### config.mk
export PLATFORM = sky130hd
export DESIGN_NAME = spi_slave_sync_flat
export DESIGN_NICKNAME = d
export VERILOG_FILES = /design/src/rtl/spi_slave_sync_if.sv /design/src/rtl/spi_slave_sync.sv /design/src/flat_wrapper.sv
export SDC_FILE = /design/constraint.sdc
export NUM_CORES = 1
export LEC_CHECK = 0
export CAP_MARGIN = 20
export CORE_MARGIN = 2
export CORE_UTILIZATION = 31
export CTS_CLUSTER_DIAMETER = 100
export DETAILED_ROUTE_END_ITERATION = 10
export PLACE_DENSITY = 0.67
export SYNTH_ARGS = -nofsm -noshare
export SYNTH_HDL_FRONTEND = slang
export SYNTH_SLANG_ARGS = --single-unit
### constraint.sdc
create_clock -name clk -period 1.9 [get_ports clk]
set_clock_uncertainty 0.05 [all_clocks]
set_input_delay 0.19 -clock clk [delete_from_list [all_inputs] [get_ports clk]]
set_output_delay 0.19 -clock clk [all_outputs]
set_load 0.05 [all_outputs]
### src/rtl/spi_slave_sync_if.sv
// rtl/spi_slave_sync_if.sv - SPI pin and word-side signal bundle for spi_slave_sync
interface spi_slave_sync_if #(
  parameter int WIDTH = 13
);
  logic             load;
  logic             sclk;
  logic             mosi;
  logic             miso;
  logic [WIDTH-1:0] din;
  logic [WIDTH-1:0] dout;
  logic             dout_vld;
  logic             frame_err;
  logic             busy;
  logic [WIDTH-1:0] sr_stx;
  logic [WIDTH-1:0] sr_srx;

  modport slave (
    input  load, sclk, mosi, din,
    output miso, dout, dout_vld, frame_err, busy, sr_stx, sr_srx
  );

  modport master (
    output load, sclk, mosi, din,
    input  miso, dout, dout_vld, frame_err, busy, sr_stx, sr_srx
  );
endinterface

### src/rtl/spi_slave_sync.sv
// rtl/spi_slave_sync.sv - SPI mode-0 slave oversampled in the clk domain
// Pins pass through two-flop synchronisers; a third stage gives edge events.
module spi_slave_sync #(
  parameter int WIDTH = 13
) (
  input logic            clk,
  input logic            rst,
  spi_slave_sync_if.slave bus
);
  localparam logic [1:0] IDLE  = 2'd0;
  localparam logic [1:0] SHIFT = 2'd1;
  localparam logic [1:0] DONE  = 2'd2;
  localparam logic [7:0] W8    = 8'(WIDTH);

  logic load_s1_q, load_s2_q, load_d3_q;
  logic sclk_s1_q, sclk_s2_q, sclk_d3_q;
  logic mosi_s1_q, mosi_s2_q;
  logic fe, sr, sf;

  logic [1:0]       state_q, state_d;
  logic [7:0]       cnt_q, cnt_d;
  logic             busy_q, busy_d;
  logic             miso_q, miso_d;
  logic [WIDTH-1:0] stx_q, stx_d;
  logic [WIDTH-1:0] srx_q, srx_d;
  logic [WIDTH-1:0] dout_q, dout_d;
  logic             vld_q, vld_d;
  logic             err_q, err_d;
  logic [1:0]       flush_q, flush_d;
  logic             armed_q, armed_d;

  assign fe = load_s2_q & ~load_d3_q;
  assign sr = sclk_s2_q & ~sclk_d3_q;
  assign sf = ~sclk_s2_q & sclk_d3_q;

  always_ff @(posedge clk or posedge rst) begin
    if (rst) begin
      load_s1_q <= 1'b1;
      load_s2_q <= 1'b1;
      load_d3_q <= 1'b1;
      sclk_s1_q <= 1'b0;
      sclk_s2_q <= 1'b0;
      sclk_d3_q <= 1'b0;
      mosi_s1_q <= 1'b0;
      mosi_s2_q <= 1'b0;
    end else begin
      load_s1_q <= bus.load;
      load_s2_q <= load_s1_q;
      load_d3_q <= load_s2_q;
      sclk_s1_q <= bus.sclk;
      sclk_s2_q <= sclk_s1_q;
      sclk_d3_q <= sclk_s2_q;
      mosi_s1_q <= bus.mosi;
      mosi_s2_q <= mosi_s1_q;
    end
  end

  // A frame may only start once load has been seen high after reset, so a
  // load held low across reset release is not mistaken for a fresh frame.
  always_comb begin
    flush_d = (flush_q == 2'd2) ? flush_q : flush_q + 2'd1;
    armed_d = armed_q | ((flush_q == 2'd2) & load_s2_q);
  end

  always_comb begin
    state_d = state_q;
    cnt_d   = cnt_q;
    busy_d  = busy_q;
    stx_d   = stx_q;
    srx_d   = srx_q;
    dout_d  = dout_q;
    vld_d   = 1'b0;
    err_d   = 1'b0;
    miso_d  = busy_q ? stx_q[WIDTH-1] : 1'b0;
    case (state_q)
      IDLE: begin
        // Level test on load also catches a fall that arrived during DONE.
        if (armed_q && !load_s2_q) begin
          stx_d   = bus.din;
          cnt_d   = 8'd0;
          busy_d  = 1'b1;
          state_d = SHIFT;
        end
      end
      SHIFT: begin
        if (sr) begin
          srx_d = {srx_q[WIDTH-2:0], mosi_s2_q};
          if (cnt_q != 8'hff) cnt_d = cnt_q + 8'd1;
        end
        if (sf) stx_d = {stx_q[WIDTH-2:0], 1'b0};
        if (fe) state_d = DONE;
      end
      DONE: begin
        if (cnt_q == W8) begin
          dout_d = srx_q;
          vld_d  = 1'b1;
        end else begin
          err_d  = 1'b1;
        end
        busy_d  = 1'b0;
        state_d = IDLE;
      end
      default: state_d = IDLE;
    endcase
  end

  always_ff @(posedge clk or posedge rst) begin
    if (rst) begin
      state_q <= IDLE;
      cnt_q   <= 8'd0;
      busy_q  <= 1'b0;
      miso_q  <= 1'b0;
      stx_q   <= '0;
      srx_q   <= '0;
      dout_q  <= '0;
      vld_q   <= 1'b0;
      err_q   <= 1'b0;
      flush_q <= 2'd0;
      armed_q <= 1'b0;
    end else begin
      state_q <= state_d;
      cnt_q   <= cnt_d;
      busy_q  <= busy_d;
      miso_q  <= miso_d;
      stx_q   <= stx_d;
      srx_q   <= srx_d;
      dout_q  <= dout_d;
      vld_q   <= vld_d;
      err_q   <= err_d;
      flush_q <= flush_d;
      armed_q <= armed_d;
    end
  end

  assign bus.miso      = miso_q;
  assign bus.dout      = dout_q;
  assign bus.dout_vld  = vld_q;
  assign bus.frame_err = err_q;
  assign bus.busy      = busy_q;
  assign bus.sr_stx    = stx_q;
  assign bus.sr_srx    = srx_q;
endmodule

### src/flat_wrapper.sv
// flat-port wrapper written by rule: the top's interface ports become plain ports
module spi_slave_sync_flat 
#(
  parameter int WIDTH = 13
)
  (clk, rst, bus_load, bus_sclk, bus_mosi, bus_din, bus_miso, bus_dout, bus_dout_vld, bus_frame_err, bus_busy, bus_sr_stx, bus_sr_srx);
  spi_slave_sync_if #(.WIDTH(WIDTH)) bus_i ();
  input logic clk;
  input logic rst;
  input wire logic [$bits(bus_i.load)-1:0] bus_load;
  input wire logic [$bits(bus_i.sclk)-1:0] bus_sclk;
  input wire logic [$bits(bus_i.mosi)-1:0] bus_mosi;
  input wire logic [$bits(bus_i.din)-1:0] bus_din;
  output wire logic [$bits(bus_i.miso)-1:0] bus_miso;
  output wire logic [$bits(bus_i.dout)-1:0] bus_dout;
  output wire logic [$bits(bus_i.dout_vld)-1:0] bus_dout_vld;
  output wire logic [$bits(bus_i.frame_err)-1:0] bus_frame_err;
  output wire logic [$bits(bus_i.busy)-1:0] bus_busy;
  output wire logic [$bits(bus_i.sr_stx)-1:0] bus_sr_stx;
  output wire logic [$bits(bus_i.sr_srx)-1:0] bus_sr_srx;
  assign bus_i.load = bus_load;
  assign bus_i.sclk = bus_sclk;
  assign bus_i.mosi = bus_mosi;
  assign bus_i.din = bus_din;
  assign bus_miso = bus_i.miso;
  assign bus_dout = bus_i.dout;
  assign bus_dout_vld = bus_i.dout_vld;
  assign bus_frame_err = bus_i.frame_err;
  assign bus_busy = bus_i.busy;
  assign bus_sr_stx = bus_i.sr_stx;
  assign bus_sr_srx = bus_i.sr_srx;
  spi_slave_sync #(.WIDTH(WIDTH)) u_core (.clk(clk), .rst(rst), .bus(bus_i));
endmodule
Yosys cells after proc, flatten, opt, wreduce, memory -nomap -nowiden
Index checks and enable logic that the tools add are counted.
{"block": "word_totals", "reg_bits": 64, "inputBits": 18, "wordCells": 67}
{"block": "op_classes", "addsub": 2, "n_eq_ne": 10, "n_mux": 17, "bitwise": 8, "reduce_logical": 11}
{"operator": "2-to-1 mux 13 bit", "n": 2}
{"operator": "one-hot mux 13 bit (2 select lines)", "n": 1}
{"operator": "2-to-1 mux 8 bit", "n": 3}
{"operator": "one-hot mux 8 bit (2 select lines)", "n": 1}
{"operator": "!= test 2 x 1 -> 1 bit, second input constant", "n": 5}
{"operator": "adder 8 x 1 -> 8 bit, second input constant", "n": 1}
{"operator": "== test 8 x 4 -> 1 bit, second input constant", "n": 1}
{"operator": "!= test 8 bit, second input constant", "n": 1}
{"operator": "AND reduction 2 bit", "n": 4}
{"operator": "2-to-1 mux 1 bit", "n": 6}
{"operator": "bitwise AND 1 bit", "n": 4}
{"operator": "== test 2 bit, second input constant", "n": 2}
{"operator": "2-to-1 mux 2 bit", "n": 2}
{"operator": "one-hot mux 2 bit (2 select lines)", "n": 1}
{"operator": "AND reduction 4 bit", "n": 1}
{"operator": "nonzero test 2 bit", "n": 2}
{"operator": "NOT 1 bit", "n": 3}
{"operator": "AND reduction 3 bit", "n": 1}
{"operator": "adder 2 x 1 -> 2 bit, second input constant", "n": 1}
{"operator": "== test 2 x 1 -> 1 bit, second input constant", "n": 1}
{"operator": "logical NOT 2 bit", "n": 1}
{"operator": "one-hot mux 1 bit (2 select lines)", "n": 1}
{"operator": "logical AND 1 bit", "n": 1}
{"operator": "logical NOT 1 bit", "n": 1}
{"operator": "OR 1 bit", "n": 1}

Longest topological paths before layout
Gate-level depths: netlist (run 1).
{"block": "logic_depth", "ltp_word": 4, "ltp_mapped": 7, "ltp_nobuf": 6}

Worst setup path after synthesis (run 1)
OpenSTA, ideal clock, no wires.
{"block": "synth_timing", "path_type": "flip-flop to flip-flop", "startpoint": "register u_core.cnt_q[1]", "endpoint": "register u_core.dout_q[0] (netlist: u_core.bus.dout[0])", "setup_ns": 0.128, "arrival_time_ns": 1.588, "t_required_ns": 1.722, "slack_ns": 0.134, "stages_incl_launch_ff": 8, "path_buffers": 1, "path_cell_list": "dfrtp_1 -> inv_1 -> ha_1 -> nand4b_1 -> nor4_1 -> nand2b_1 -> buf_2 -> mux2_1"}
{"block": "synth_between", "elab_chain_cells": 2}
{"item": "from (decl)", "line": "spi_slave_sync.sv:21", "source": "logic [7:0] cnt_q, cnt_d;"}
{"item": "from (signal assigned)", "line": "spi_slave_sync.sv:122", "source": "cnt_q <= cnt_d;"}
{"item": "== test 8 x 4 -> 1 bit", "line": "spi_slave_sync.sv:94", "source": "if (cnt_q == W8) begin"}
{"item": "AND reduction 2 bit (no line)"}
{"item": "to (signal assigned)", "line": "spi_slave_sync.sv:127", "source": "dout_q <= dout_d;"}
{"item": "to (decl)", "line": "spi_slave_sync.sv:26", "source": "logic [WIDTH-1:0] dout_q, dout_d;"}
No other way between the ends.
A chain may end at the register's enable or synchronous reset.

Final worst setup path (run 1)
{"block": "layout_timing", "startpoint": "register u_core.srx_q[8] (netlist: u_core.bus.sr_srx[8])", "endpoint": "output bus_sr_srx[8]"}
{"item": "from (decl)", "line": "spi_slave_sync.sv:25", "source": "logic [WIDTH-1:0] srx_q, srx_d;"}
{"item": "from (signal assigned)", "line": "spi_slave_sync.sv:126", "source": "srx_q <= srx_d;"}
{"item": "to (decl)", "line": "flat_wrapper.sv:20", "source": "output wire logic [$bits(bus_i.sr_srx)-1:0] bus_sr_srx;"}
No word-level cell between the ends.

==> results of run 1 <==
==> cells by family (layout without fill, tap and decap cells) <==
logic type               Yosys count  after routing  share of synthesized area, %
XOR/XNOR                           2              2                         0.675
AO/OA/AOI/OAI                     31             31                          6.80
multiplexers                      25             25                          10.3
buffers and inverters             15             93                          2.60
adder cells (fa/ha/maj)            3              3                          1.45
flip-flops                        64             64                          61.9
AND/OR/NAND/NOR                   92             92                          16.3
==> layout by cell type (no fill, tap or decap), types with 4 or more instances in the layout <==
master	instances
clkdlybuf4s50_1	60
nand3_1	12
o21ai_0	4
nand2_1	57
clkbuf_8	9
dfrtp_1	61
or3_1	4
o21ai_1	17
mux2_1	13
nor2_1	5
buf_4	11
mux2i_1	12
==> registers in the layout, summed over array words and instances (netlist names) <==
name and flops:
u_core.armed_q 1, u_core.bus.busy 1, u_core.bus.dout 13, u_core.bus.dout_vld 1
u_core.bus.frame_err 1, u_core.bus.miso 1, u_core.bus.sr_srx 13, u_core.bus.sr_stx 13
u_core.cnt_q 8, u_core.flush_q 2, u_core.load_d3_q 1, u_core.load_s1_q 1
u_core.load_s2_q 1, u_core.mosi_s1_q 1, u_core.mosi_s2_q 1, u_core.sclk_d3_q 1
u_core.sclk_s1_q 1, u_core.sclk_s2_q 1, u_core.state_q 2
==> Yosys cell counts <==
cell	number	area [um2]
buf_6	1	11.3
xor2_1	1	8.76
ha_1	3	37.5
dfrtp_1	61	1530
o22ai_1	1	6.26
o21a_1	1	7.51
a22o_1	2	17.5
a211o_1	1	8.76
mux2i_1	12	120
nand3_1	12	60.1
dfstp_2	3	78.8
clkbuf_1	6	22.5
o21ai_0	4	20.0
xnor2_1	1	8.76
nor4_1	2	12.5
buf_2	3	15.0
nor2b_1	2	12.5
o211ai_1	1	7.51
or3_1	4	25.0
nand4b_1	1	8.76
a31oi_1	1	6.26
o21ai_1	17	85.1
and2_1	2	12.5
a21o_1	1	7.51
nand2b_1	3	18.8
nor4b_2	1	15.0
nand2_1	57	214
inv_2	1	3.75
or4b_1	1	10.0
mux2_1	13	146
nand4_1	1	6.26
nor2_1	5	18.8
inv_1	4	15.0
nor4bb_1	1	10.0
a21oi_1	2	10.0
==> report_power, final <==
group          leakage (uW)  total, uW  switching [uW]  internal (uW)
combinational      0.000752       2170            1400            773
clock             0.0000952       1140             536            604
sequential         0.000827       1900             254           1650
total               0.00167       5220            2190           3030
==> through the flow <==
step           std cells  hold WS (ns)  cell area, um2  util (%)  total power, uW
3_5_place_dp         399         0.286            3390      41.5             4120
3_3_place_gp         399         0.284            3390      41.5             4110
6_report             415         0.185            3600      44.1             5220
5_1_grt              415         0.178            3600      44.1             5550
4_1_cts              415         0.184            3590      43.9             5290
2_1_floorplan        232         0.144            2590         -             3340
==> routing by layer <==
metal | up-vias | GRT usage (%)
met1 | 910 | 17.1
met3 | 9 | 5.06
met2 | 64 | 20.1
li1 | 936 | -
met5 | - | 0
met4 | 0 | 5.36
==> area by class of cell <==
| type | count | area [um2] |
|---|---|---|
| Multi-Input combinational cell | 153 | 950 |
| Fill cell | 783 | 4570 |
| Clock buffer | 9 | 124 |
| Sequential cell | 64 | 1610 |
| Tap cell | 105 | 131 |
| Inverter | 5 | 18.8 |
| Timing Repair Buffer | 72 | 703 |
| Clock inverter | 7 | 72.6 |
==> worst max-delay path by stage <==
stage                                    start            endpoint
after floorplan                            rst      u_core.armed_q
after global placement         u_core.cnt_q[1]  u_core.bus.dout[3]
after detailed placement       u_core.cnt_q[1]  u_core.bus.dout[3]
after CTS                      u_core.cnt_q[1]  u_core.bus.dout[6]
after global routing      u_core.bus.sr_srx[5]       bus_sr_srx[5]
final                     u_core.bus.sr_srx[8]       bus_sr_srx[8]
==> timing repair <==
action / CTS / global route
setup endpoints to repair: 0 / 13
gates resized for setup: 0 / 2
hold buffers: 0 / 0
==> results.py, run 1 <==
metrics = {
    "timing": {
        "setup_violations": 0,
        "rsz0062_at_grt": "no",
        "drv_slew": 0,
        "period_minus_slack_ns": 1.80,
        "maxSlewHeadroom_pct": 65.5,
        "hold_violations": 0,
        "fmax_ghz": 0.556,
        "finalSetupTns_ns": 0,
        "worst_pin_slew_ns": 0.516,
        "period_share_pct": 94.7,
        "setup_ws_ns": 0.0999,
    },
    "setup_path": {
        "cp_num_buf_inv": 1,
        "cp.depth": 1,
        "critPathCaptureType": "output pin",
        "r2r_cells": 7,
        "cp_top_family": "buffers and inverters",
        "ff2ff_setup_slack_ns": 0.21,
        "start_kind": "flip-flop",
        "crit_arrival_ns": 1.56,
        "worst_path_max_delay_cell": "clkdlybuf4s50_1",
        "worstPathMaxFanout": 4,
        "cp.required_ns": 1.66,
        "crit_chain": "clkdlybuf4s50_1",
        "max_stage_delay_ns": 0.83,
        "critPathKind": "flip-flop to output pin",
        "r2r-start": "u_core.cnt_q[1]",
        "rr_endpoint": "u_core.bus.dout[6]",
    },
    "drt": {
        "wl_per_cell_um": 12.9,
        "num_vias": 1919,
        "drt-vias-per-instance": 4.62,
        "ant_nets": 0,
        "routed-wl-met3_um": 388,
        "drt_wl_total_um": 5350,
        "met1_length_um": 2470,
        "drcViolationCount": 0,
        "dr_wl_met2_um": 2420,
        "drt-initial-drc-count": 139,
        "drt_pass1_iterations": 4,
        "top_layer": "met4",
    },
    "synth": {
        "yosysUniqueCellTypes": 35,
        "netlist_instances": 232,
        "ys_seq_elements": 64,
        "synth_nets": 253,
        "ys_seq_area_share_pct": 61.9,
        "synth-warning-count": 0,
        "netlist_area_um2": 2590,
        "syn-mean-instance-area_um2": 11.2,
    },
    "power_and_ir_drop": {
        "power_leakage_uw": 0.00167,
        "powerDensity_nw_per_um2": 1450,
        "ir_drop_uv": 1020,
    },
    "cts": {
        "cts_max_level": 3,
        "clkTransAtPathRegs_ns": 0.08,
        "postCtsSetupRepairBufs": 0,
        "clockRootBuffer": "clkbuf_8",
        "numCtsBuffers": 9,
        "numClockSinks": 64,
        "clock_path_buffers": 2,
        "cts_tree": "yes",
        "clk_latency_ns": 0.34,
    },
    "placed_design": {
        "routabilityCongestion": 0.824,
        "place_ws_ns": 0.0826,
        "dp_hpwl_um": 3710,
        "io_buffer_count": 60,
    },
    "global_routing": {
        "grt_pass1_vias": 1934,
        "grt-ovfl-total": 0,
        "grt_use_total_pct": 13.3,
        "grt_max_degree": 65,
        "antenna_found_initial": 0,
        "grt_pass1_wl_um": 9290,
    },
    "floorplan": {
        "die_w_um": 95.5,
        "dieHeight_um": 95.5,
        "dieArea_um2": 9120,
        "core_um2": 8180,
        "start_util_pct": 31.7,
        "ios": 61,
        "fp-row-count": 33,
    },
    "cells_and_area": {
        "n_antenna_cell": 0,
        "area_growth_pct": 38.9,
        "nNetsFinal": 326,
        "drive_gt1_share_pct": 11.9,
    },
    "worst_hold_path": {
        "min_path_type": "input pin to async pin",
    },
    "status": {
        "status": "finished clean",
    },
    "job": {
        "max_cap_viol_count": 0,
    },
}
(Power assumes the default switching activity.)
==> run 2, diff against run 1 <==
--- a/config.mk
+++ b/config.mk
@@ -6,11 +6,12 @@
 export NUM_CORES = 1
 export LEC_CHECK = 0
 export CAP_MARGIN = 20
+export CORE_ASPECT_RATIO = 1.5
 export CORE_MARGIN = 2
 export CORE_UTILIZATION = 31
 export CTS_CLUSTER_DIAMETER = 100
 export DETAILED_ROUTE_END_ITERATION = 10
-export PLACE_DENSITY = 0.67
+export PLACE_DENSITY = 0.62
 export SYNTH_ARGS = -nofsm -noshare
 export SYNTH_HDL_FRONTEND = slang
 export SYNTH_SLANG_ARGS = --single-unit
==> constraint.sdc (replaced) <==
create_clock -name clk -period 2.15 [get_ports clk]
set_clock_uncertainty 0.05 [all_clocks]
set_input_delay 0.215 -clock clk [delete_from_list [all_inputs] [get_ports clk]]
set_output_delay 0.215 -clock clk [all_outputs]
set_load 0.05 [all_outputs]
==> run 2 against run 1 <==
- via count shrank 1.4%
- highest routed layer unchanged
- core utilization is 1.3 points higher
- hold slack better by 0.044 ns
- sequential power fell by 11%
- flip-flop and latch count is the same
- combinational power is 15% lower
- sequential share of layout area decreased by 0.68 points
- final cell count down 1.4%
- wire length is 3.4% lower
- largest cell class unchanged
- register-to-register slack better by 0.02 ns
- non-clock buffer count decreased by 6
- clock power up 37%
==> results.py, run 2 (synthesized netlist as in run 1, its figures left out) <==
metrics = {
    "cts": {
        "ctsHoldBuffers": 0,
        "cts_max_level": 3,
        "post_cts_resize_count": 0,
        "clockRootBuffer": "clkbuf_16",
        "clock_path_buffers": 2,
        "postCtsSetupRepairBufs": 0,
        "numCtsBuffers": 9,
        "clk_latency_ns": 0.32,
        "cts_tree": "yes",
        "numClockSinks": 64,
        "clkTransAtPathRegs_ns": 0.06,
    },
    "global_routing": {
        "met3_usage_pct": 4.98,
        "antenna_found_initial": 0,
        "grt_use_total_pct": 12.4,
        "grt-ovfl-total": 0,
        "grt_pass1_wl_um": 8700,
        "grt_pass1_vias": 1857,
        "busiest_layer": "met2",
        "grt_max_degree": 36,
        "met2_usage_pct": 20.3,
        "use_met1_pct": 14.5,
    },
    "floorplan": {
        "core_um2": 8060,
        "start_util_pct": 32.2,
        "fp-row-count": 40,
        "dieHeight_um": 116,
        "ios": 61,
        "die_w_um": 78.7,
        "dieArea_um2": 9130,
    },
    "cells_and_area": {
        "layout_common_cells": "dfrtp_1 (61), clkdlybuf4s50_1 (60), nand2_1 (57)",
        "area_growth_pct": 41.1,
        "final_util_pct": 45.4,
        "nNetsFinal": 320,
        "final_common_cell": "dfrtp_1",
        "n_antenna_cell": 0,
        "drive_gt1_share_pct": 9.87,
    },
    "placed_design": {
        "dp_hpwl_um": 3640,
        "io_buffer_count": 60,
        "routabilityCongestion": 0.778,
    },
    "timing": {
        "hold_violations": 0,
        "worst_pin_slew_ns": 1.06,
        "maxSlewHeadroom_pct": 29.2,
        "period_minus_slack_ns": 1.92,
        "drv_slew": 0,
        "finalSetupTns_ns": 0,
        "setup_violations": 0,
        "period_share_pct": 89.2,
        "rsz0062_at_grt": "no",
        "fmax_ghz": 0.521,
    },
    "drt": {
        "drt_wl_total_um": 5170,
        "ant_nets": 0,
        "wl_per_cell_um": 12.6,
        "drt-initial-drc-count": 140,
        "drcViolationCount": 0,
        "drt-vias-per-instance": 4.63,
        "drt_pass1_iterations": 4,
        "num_vias": 1893,
    },
    "power_and_ir_drop": {
        "powerDensity_nw_per_um2": 1390,
        "ir_drop_uv": 734,
        "power_leakage_uw": 0.00171,
    },
    "setup_path": {
        "worst_path_max_delay_cell": "o21ai_1",
        "max_stage_delay_ns": 0.52,
        "r2r_cells": 5,
        "critPathCaptureType": "flip-flop",
        "cp.required_ns": 2.30,
        "worstPathMaxFanout": 10,
        "start_kind": "flip-flop",
        "crit_arrival_ns": 2.07,
        "r2r-start": "u_core.cnt_q[0]",
        "rr_endpoint": "u_core.cnt_q[5]",
        "crit_chain": "ha_1, nand4_1, o21ai_1, nor2_1, a211o_1",
        "critPathKind": "flip-flop to flip-flop",
        "ff2ff_setup_slack_ns": 0.23,
    },
    "job": {
        "max_cap_viol_count": 0,
    },
    "worst_hold_path": {
        "min_path_type": "input pin to async pin",
    },
    "status": {
        "status": "finished clean",
    },
}
run 2: cell count changes in the layout (fill, tap and decap cells not counted), moves of 2 or more:
cell,change
clkbuf_16,+9
clkbuf_8,-9
buf_4,-5
inv_6,+3
clkinvlp_4,-2
run 2: worst max-delay path, delay by kind of cell (launching register included):
family	cells	cell delay (ns)
DFF	1	0.43
AOI/OAI and AO/OA	2	0.80
and+or+nand+nor	2	0.25
adders and majority gates	1	0.27
run 2: how the worst max path moves through the flow:
stage,start,to,slack [ns],depth (start not counted)
6_report,u_core.cnt_q[0],u_core.cnt_q[5],0.23,5
5_1_grt,u_core.cnt_q[0],u_core.cnt_q[5],0.06,5
4_1_cts,u_core.cnt_q[0],u_core.cnt_q[5],0.21,5
3_5_place_dp,u_core.state_q[0],u_core.bus.sr_stx[9],0.21,3
3_3_place_gp,u_core.cnt_q[0],u_core.cnt_q[5],0.24,5
2_1_floorplan,rst,u_core.armed_q,0.29,1
run 2: stage by stage:
step                cell area (um2)  total power (uW)  setup WS [ns]  hold slack, ns  cells
floorplan                      2590              2950          0.292           0.169    232
global placement               3340              3560          0.242           0.283    393
detailed placement             3340              3590          0.208           0.288    393
CTS                            3660              5180          0.208           0.236    409
global route                   3660              5400         0.0578           0.239    409
finish                         3660              5100          0.232           0.229    409
run 2: layer usage:
layer | wire length [um] | part of all wire (%) | up-vias
li1 | - | - | 923
met1 | 2220 | 43 | 902
met2 | 2600 | 50 | 61
met3 | 278 | 5.4 | 7
met4 | 64 | 1.2 | 0
met5 | 0 | 0 | -
run 2: cell type report:
cell class	count	area [um2]
Fill cell	748	4400
Sequential cell	64	1610
Multi-Input combinational cell	153	935
Timing Repair Buffer	66	646
Clock buffer	9	225
Tap cell	105	131
Clock inverter	7	100
Inverter	5	18.8
run 2: report_power, final:
group	switching, uW	internal, uW	total (uW)
registers	242	1460	1700
clock network	538	1030	1560
logic	1200	635	1840
==> run 3, diff against run 2 <==
--- a/config.mk
+++ b/config.mk
@@ -5,13 +5,12 @@
 export SDC_FILE = /design/constraint.sdc
 export NUM_CORES = 1
 export LEC_CHECK = 0
-export CAP_MARGIN = 20
 export CORE_ASPECT_RATIO = 1.5
 export CORE_MARGIN = 2
 export CORE_UTILIZATION = 31
 export CTS_CLUSTER_DIAMETER = 100
 export DETAILED_ROUTE_END_ITERATION = 10
-export PLACE_DENSITY = 0.62
+export PLACE_DENSITY_LB_ADDON = 0.3
 export SYNTH_ARGS = -nofsm -noshare
 export SYNTH_HDL_FRONTEND = slang
 export SYNTH_SLANG_ARGS = --single-unit
==> run 3 against run 2 <==
- global-route usage is 0.81 points higher
- non-clock buffer count unchanged
- design area decreased by 0.75%
- die area stayed put
- fmax increased by 3.2%
- first-iteration DRC count is 48% lower
- hold slack worse by 0.077 ns
- flip-flop and latch count did not move
- sequential share of layout area is 0.33 points higher
- setup slack better by 0.059 ns
- combinational power is essentially flat
- count of clock-buffer cells in the layout rose by 1
==> results.py, run 3 (synthesized netlist as in run 1, its figures left out) <==
metrics = {
    "status": {
        "status": "finished clean",
    },
    "cells_and_area": {
        "area.sequential_um2": 1610,
        "n_antenna_cell": 0,
        "final_common_cell": "dfrtp_1",
        "multi_input_area_um2": 938,
        "fillers": 761,
        "area_growth_pct": 40.0,
        "layout_common_cells": "dfrtp_1 (61), clkdlybuf4s50_1 (60), nand2_1 (57)",
        "drive_gt1_share_pct": 10.2,
        "nNetsFinal": 320,
    },
    "global_routing": {
        "grt_use_total_pct": 13.2,
        "grt-ovfl-total": 0,
        "busiest_layer": "met2",
        "use_met1_pct": 14.6,
        "grt_pass1_wl_um": 9180,
        "antenna_found_initial": 0,
        "met3_usage_pct": 3.50,
        "grt_pass1_vias": 1999,
        "grt_max_degree": 37,
        "met2_usage_pct": 22.2,
    },
    "timing": {
        "finalSetupTns_ns": 0,
        "fmax_ghz": 0.538,
        "drv_slew": 0,
        "rsz0062_at_grt": "no",
        "hold_violations": 0,
        "period_share_pct": 86.5,
        "maxSlewHeadroom_pct": 31.1,
        "setup_violations": 0,
        "worst_pin_slew_ns": 1.03,
        "period_minus_slack_ns": 1.86,
    },
    "cts": {
        "clockRootBuffer": "clkbuf_16",
        "numCtsBuffers": 9,
        "postCtsSetupRepairBufs": 0,
        "ctsHoldBuffers": 0,
        "cts_max_level": 3,
        "clkTransAtPathRegs_ns": 0.05,
        "numClockSinks": 64,
        "clk_latency_ns": 0.32,
        "clock_path_buffers": 2,
        "cts_tree": "yes",
    },
    "placed_design": {
        "io_buffer_count": 60,
        "dp_hpwl_um": 3690,
        "routabilityCongestion": 0.784,
    },
    "drt": {
        "drcViolationCount": 0,
        "ant_nets": 0,
        "drt_pass1_iterations": 4,
        "wl_per_cell_um": 12.6,
        "num_vias": 1924,
        "drt-initial-drc-count": 73,
        "drt_wl_total_um": 5150,
        "drt-vias-per-instance": 4.70,
    },
    "power_and_ir_drop": {
        "powerDensity_nw_per_um2": 1340,
        "power_leakage_uw": 0.00169,
        "total_power_uw": 4870,
        "ir_drop_uv": 749,
    },
    "setup_path": {
        "worstPathMaxFanout": 25,
        "r2r_cells": 3,
        "ff2ff_setup_slack_ns": 0.29,
        "r2r-start": "u_core.state_q[0]",
        "critPathKind": "flip-flop to flip-flop",
        "start_kind": "flip-flop",
        "rr_endpoint": "u_core.bus.sr_stx[7]",
        "critPathCaptureType": "flip-flop",
        "crit_arrival_ns": 1.97,
        "cp.required_ns": 2.27,
    },
    "floorplan": {
        "dieArea_um2": 9130,
        "dieHeight_um": 116,
        "fp-row-count": 40,
        "ios": 61,
        "start_util_pct": 32.2,
        "die_w_um": 78.7,
        "core_um2": 8060,
    },
    "job": {
        "max_cap_viol_count": 0,
    },
    "worst_hold_path": {
        "min_path_type": "input pin to async pin",
    },
}
## run 3: changes by cell type in the layout (fill, tap and decap cells not counted)
cell and change:
bufinv_16 -2, clkbuf_8 +1, inv_6 -2, buf_4 -1, o21ai_1 -1, buf_12 +1, clkinv_2 +1, o21ai_2 +1
clkinvlp_4 +2
## run 3: metrics by stage
step	worst slack [ns]	cells	util, %	hold slack [ns]	instance area, um2
2_1_floorplan	0.292	232	-	0.169	2590
3_3_place_gp	0.213	393	41.6	0.282	3350
3_5_place_dp	0.201	393	41.6	0.292	3350
4_1_cts	0.180	409	45.0	0.155	3630
5_1_grt	0.0450	409	45.1	0.180	3630
6_report	0.291	409	45.1	0.152	3630
## run 3: cell type report
| class | count | area share, % |
|---|---|---|
| timing repair buffer | 66 | 18.1 |
| multi-input combinational | 153 | 25.8 |
| clock inverter | 6 | 1.17 |
| inverter | 5 | 0.517 |
| sequential | 64 | 44.2 |
| clock buffer | 10 | 6.58 |
| tap | 105 | 3.62 |
## run 3: where the power goes
group	total, uW	switching [uW]	leakage [uW]	internal [uW]
clock	1330	518	0.000135	811
combinational	1840	1200	0.000723	638
sequential	1700	242	0.000827	1460
## run 3: worst max-delay path by stage
stage | from | endpoint | slack, ns | cells past startpoint
2_1_floorplan | rst | u_core.armed_q | 0.29 | 1
3_3_place_gp | u_core.cnt_q[0] | u_core.cnt_q[5] | 0.21 | 5
3_5_place_dp | u_core.cnt_q[0] | u_core.cnt_q[5] | 0.20 | 5
4_1_cts | u_core.cnt_q[0] | u_core.cnt_q[5] | 0.18 | 5
5_1_grt | u_core.state_q[0] | u_core.bus.sr_stx[1] | 0.05 | 4
6_report | u_core.state_q[0] | u_core.bus.sr_stx[7] | 0.29 | 3
## run 3: critical path, cell delays in order, from the launching register on
cell	delay [ns]
dfrtp_1	0.43
nor2b_1	0.20
a31oi_2	0.85
o21ai_1	0.18
## run 3: repair_timing
action / CTS / global route
endpoints found under the setup margin: 0 / 1
resized for setup: 0 / 1
endpoints found under the hold margin: 0 / 0
## run 3: layer usage
layer  part of all wire [%]  wire (um)
met1                     43       2240
met2                     51       2610
met3                    5.1        261
met4                   0.95         49
met5                      0          0
